<file path="config.mk">
export PLATFORM = sky130hd
export DESIGN_NAME = axi_rd_arbiter
export DESIGN_NICKNAME = d
export VERILOG_FILES = /design/src/rtl/axi_rd_arbiter.sv
export SDC_FILE = /design/constraint.sdc
export NUM_CORES = 1
export LEC_CHECK = 0
export ABC_CLOCK_PERIOD_IN_PS = 2000
export CORE_AREA = 2 2 87 89
export CTS_BUF_LIST = sky130_fd_sc_hd__clkbuf_8
export CTS_CLUSTER_SIZE = 20
export DETAILED_ROUTE_END_ITERATION = 10
export DIE_AREA = 0 0 89 91
export MAX_ROUTING_LAYER = met4
export PLACE_DENSITY_LB_ADDON = 0.3
export SYNTH_ARGS = -nofsm -noshare
export SYNTH_HDL_FRONTEND = slang
export SYNTH_SLANG_ARGS = --single-unit
</file>
<file path="constraint.sdc">
create_clock -name ACLK -period 2 [get_ports ACLK]
set_input_delay 0.3 -clock ACLK [delete_from_list [all_inputs] [get_ports ACLK]]
set_output_delay 0.3 -clock ACLK [all_outputs]
set_load 0.02 [all_outputs]
</file>
<file path="src/rtl/axi_rd_arbiter.sv">
// Two-master to one-slave AXI read-channel arbiter with round-robin priority.
// Exactly one read transaction is in flight at a time: address phase, then data phase.
module axi_rd_arbiter #(
  parameter int WIDTH = 32
) (
  input  logic             ACLK,
  input  logic             ARESETn,

  input  logic             M0_ARVALID,
  output logic             M0_ARREADY,
  input  logic [WIDTH-1:0] M0_ARADDR,
  output logic             M0_RVALID,
  input  logic             M0_RREADY,
  output logic [WIDTH-1:0] M0_RDATA,
  output logic [1:0]       M0_RRESP,

  input  logic             M1_ARVALID,
  output logic             M1_ARREADY,
  input  logic [WIDTH-1:0] M1_ARADDR,
  output logic             M1_RVALID,
  input  logic             M1_RREADY,
  output logic [WIDTH-1:0] M1_RDATA,
  output logic [1:0]       M1_RRESP,

  output logic             S_ARVALID,
  input  logic             S_ARREADY,
  output logic [WIDTH-1:0] S_ARADDR,
  input  logic             S_RVALID,
  output logic             S_RREADY,
  input  logic [WIDTH-1:0] S_RDATA,
  input  logic [1:0]       S_RRESP,

  output logic             busy,
  output logic             grant
);

  typedef enum logic [1:0] {
    IDLE = 2'd0,
    ADDR = 2'd1,
    DATA = 2'd2
  } state_t;

  state_t state;
  logic   rr;
  logic   winner;

  // A lone requester wins outright; only a tie consults the round-robin pointer.
  // NOTE: every always_comb output gets a default first so no path can infer a latch.
  always_comb begin
    winner = rr;
    if (M0_ARVALID && !M1_ARVALID) begin
      winner = 1'b0;
    end else if (M1_ARVALID && !M0_ARVALID) begin
      winner = 1'b1;
    end
  end

  // NOTE: sequential state uses non-blocking assignments so every register samples
  // pre-edge values regardless of statement order.
  always_ff @(posedge ACLK or negedge ARESETn) begin
    if (!ARESETn) begin
      state      <= IDLE;
      rr         <= 1'b0;
      grant      <= 1'b0;
      S_ARVALID  <= 1'b0;
      S_ARADDR   <= '0;
      M0_ARREADY <= 1'b0;
      M1_ARREADY <= 1'b0;
    end else begin
      // ARREADY is a one-cycle pulse; it is re-armed only on a fresh grant.
      M0_ARREADY <= 1'b0;
      M1_ARREADY <= 1'b0;
      case (state)
        IDLE: begin
          if (M0_ARVALID || M1_ARVALID) begin
            grant      <= winner;
            S_ARADDR   <= winner ? M1_ARADDR : M0_ARADDR;
            S_ARVALID  <= 1'b1;
            M0_ARREADY <= !winner;
            M1_ARREADY <= winner;
            state      <= ADDR;
          end
        end
        ADDR: begin
          if (S_ARREADY) begin
            S_ARVALID <= 1'b0;
            state     <= DATA;
          end
        end
        DATA: begin
          // Returning to IDLE here forces at least one idle cycle before the next grant.
          if (S_RVALID && S_RREADY) begin
            rr    <= ~grant;
            state <= IDLE;
          end
        end
        default: begin
          state <= IDLE;
        end
      endcase
    end
  end

  assign busy = (state != IDLE);

  // Read-data path: only the owner sees the slave, and only while in DATA.
  always_comb begin
    M0_RVALID = 1'b0;
    M0_RDATA  = '0;
    M0_RRESP  = 2'b00;
    M1_RVALID = 1'b0;
    M1_RDATA  = '0;
    M1_RRESP  = 2'b00;
    S_RREADY  = 1'b0;
    if (state == DATA) begin
      if (grant) begin
        M1_RVALID = S_RVALID;
        M1_RDATA  = S_RDATA;
        M1_RRESP  = S_RRESP;
        S_RREADY  = M1_RREADY;
      end else begin
        M0_RVALID = S_RVALID;
        M0_RDATA  = S_RDATA;
        M0_RRESP  = S_RRESP;
        S_RREADY  = M0_RREADY;
      end
    end
  end

endmodule

</file>
==> metrics.yaml, run 1 <==
logic_synthesis:
  ys_seq_elements: 39
  ys_top_cells_by_area: "dfrtp_1 (45%), and2_1 (20%), a221o_1 (15%)"
  synth-edff-count: 0
  synth.net_count: 324
  avgSynthCellArea_sq_um: 10.0
  synth_area_sq_um: 2180
  netlist-cell-type-count: 22
  netlist_top_cells_count: "and2_1 (71), dfrtp_1 (39), and3_1 (34)"
  synth_seq_area_share_pct: 44.7
  synth_top_area_cell: "dfrtp_1"
  synth_most_common_cell: "and2_1"
  syn_inst: 218
  yosys_warnings: 0
  synthArstFlopShare_pct: 100
  synthFlopType: "dfrtp_1"
  post-synth-top-area-fraction_pct: 44.7
setup_path:
  cpPeakStageDelay_ns: 0.41
  critPathLaunchType: "register"
  reg2reg_to: "S_ARADDR[11]"
  rr_worst_depth: 5
  rrSetupSlack_ns: 0.46
  slowest_stage: "dfrtp_1"
  crit_start: "state[0]"
  worstPathArrival_ns: 1.62
  critPathMaxFanout: 35
  r2r_start: "state[1]"
  endpoint_kind: "primary output"
  crit_required_ns: 1.70
  critical_path_class: "register to primary output"
  crit_chain: "nand2b_1 -> nor2_2 -> buf_12 -> and2_1 -> clkdlybuf4s15_2"
clock_tree:
  clkTransAtPathRegs_ns: 0.07
  htreeDepth: 2
  ctsRootBufferMaster: "clkbuf_8"
  cts_made_buffers: 5
  clockBufferDepth: 2
  clkLatencyLatePin_ns: 0.28
  cts_sinks: 39
  cts_tree: "done"
  cts_setup_buffers: 0
drt:
  wl_per_cell_um: 16.9
  via_per_inst: 4.81
  vias: 2571
  drtIter0Drc: 71
  routed_wl_um: 9060
  dr.pass1.iters: 4
  route.detailed.drc: 0
  ant_nets: 0
final_layout:
  design_area_sq_um: 4430
  nFillCells: 660
  drive_gt1_share_pct: 22.5
  area_growth_pct: 103
  nets: 540
pwr:
  peakVddDrop_mv: 0.420
  power_density_nw_per_um2: 1160
  cellLeakagePower_nw: 2.06
sta:
  fin_crit_sh_pct: 96.1
  fmax_mhz: 520
  finClkSkew_ns: 0.00266
  relSlewSlack_pct: 82.3
  grt_setup_unrepaired: "no"
  worst_slew_pin_slew_ns: 0.266
  setup_violations: 0
  finalHoldViolCount: 0
  period_minus_slack_ns: 1.92
  hold_ws_ns: 0.513
  slew_violations: 0
  tns_ns: 0
die:
  io_pins: 214
  die_w_um: 89
  rows: 31
  dieHeight_um: 91
  core_sq_um: 7140
  die-area_sq_um: 8100
  initial_utilization_pct: 30.6
min_path:
  hp-start: "S_ARVALID"
  hold_class: "register to register"
  whs_path_depth: 2
  holdPathEnd: "S_ARVALID"
global_routing:
  track_usage_pct: 22.6
  first_global_vias: 2688
  overflow: 0
  antenna_found_initial: 1
  grt_max_degree: 40
  grt_pass1_wl_um: 13700
placed_design:
  place.gp.congestion: 0.739
  portBuffers: 213
  dpl_cell_area_sq_um: 4510
  dp_hpwl_um: 6990
outcome:
  status: "finished, final reports clean"
flow_run:
  cap_violations: 0
==> placed cells by master, fill, tap and decap left out, types with 2 or more instances in the layout <==
| cell | synthesis | final |
|---|---|---|
| a221o_1 | 32 | 32 |
| and2_1 | 71 | 71 |
| and3_1 | 34 | 34 |
| buf_12 | 0 | 5 |
| buf_4 | 0 | 10 |
| clkbuf_2 | 0 | 46 |
| clkbuf_8 | 0 | 7 |
| clkdlybuf4s15_2 | 0 | 24 |
| clkdlybuf4s50_1 | 0 | 140 |
| dfrtp_1 | 39 | 39 |
| dlygate4sd2_1 | 0 | 2 |
| inv_1 | 2 | 2 |
| nand2_1 | 3 | 3 |
| nand2b_1 | 2 | 2 |
| nor2_1 | 3 | 2 |
| nor2_2 | 1 | 2 |
| o21ai_0 | 2 | 2 |
==> worst max-delay path by stage <==
stage	slack [ns]	endpoint	cells after the start
after global routing	0.01	M0_RDATA[2]	5
after detailed placement	-0.01	M0_RDATA[2]	5
after floorplan	0.37	M1_RDATA[10]	4
final	0.08	M0_RRESP[0]	5
after global placement	0.02	M0_RDATA[15]	5
after CTS	0.0004	M0_RDATA[5]	5
==> critical path, delay by kind of cell, from the launching register on <==
kind          cells  cell delay (ns)
flops             1             0.41
buf+inv           2             0.44
simple gates      3             0.47
==> layer usage <==
layer / track usage [%] / share of wire, % / vias up
met5: - / 0 / -
met4: 6.72 / 2.5 / 0
met3: 5.82 / 9.1 / 17
met2: 38.4 / 50 / 153
met1: 25.9 / 39 / 1180
li1: - / - / 1221
==> cell families (layout without fill, tap and decap cells) <==
group | count (synthesis) | after routing | share of synthesized area, %
AOI/OAI and AO/OA | 41 | 41 | 17.3
and+or+nand+nor | 115 | 115 | 32.2
muxes | 1 | 1 | 0.458
buffers and inverters | 22 | 239 | 5.33
DFF | 39 | 39 | 44.7
other | 0 | 1 | 0
==> through the flow <==
stage / worst slack, ns / utilization [%] / std cells / power, mW
detailed placement: -0.0134 / 63.2 / 525 / 4.71
floorplan: 0.366 / - / 218 / 3.00
CTS: 0.000368 / 64.6 / 534 / 5.23
global placement: 0.0170 / 63.2 / 525 / 4.66
global route: 0.0108 / 62.0 / 535 / 5.46
finish: 0.0781 / 62.0 / 535 / 5.14
==> sequential cells by signal, indices dropped and copies added, names as in the netlist <==
name        count
rr              1
state           2
M0_ARREADY      1
grant           1
M1_ARREADY      1
S_ARVALID       1
S_ARADDR       32
==> timing repair <==
| item | in CTS | in global routing |
|---|---|---|
| gates resized for setup | 131 | 82 |
| hold endpoints to repair | 39 | 0 |
| endpoints found under the setup margin | 72 | 70 |
| hold buffers | 1 | 0 |
| cloned | 0 | 0 |
==> where the power goes <==
| part | leakage (nW) | internal [mW] | switching, mW |
|---|---|---|---|
| clock network | 0.0505 | 0.314 | 0.273 |
| registers | 0.484 | 1.16 | 0.216 |
| logic | 1.53 | 1.59 | 1.59 |
==> cell type report <==
class                      count  area, sq um  area share [%]
antenna                        1         2.50          0.0565
clock buffer                   7         96.3            2.18
clock inverter                 1         7.51           0.170
timing repair buffer         229         2110            47.7
sequential                    39          976            22.1
multi-input combinational    157         1100            24.9
tap                           99          124            2.80
inverter                       2         7.51           0.170
Note: power is estimated with default switching activity, not from simulation.
==> run 2: changes to the inputs <==
- CTS_BUF_LIST: sky130_fd_sc_hd__clkbuf_8 -> sky130_fd_sc_hd__clkbuf_4 sky130_fd_sc_hd__clkbuf_8
==> results of run 2 <==
Final layout, timing and power as in run 1 (identical DEF).
==> run 3: changes to the inputs <==
- HOLD_SLACK_MARGIN: not set -> 0.12
==> results of run 3 <==
Final layout, timing and power as in run 1 (identical DEF).
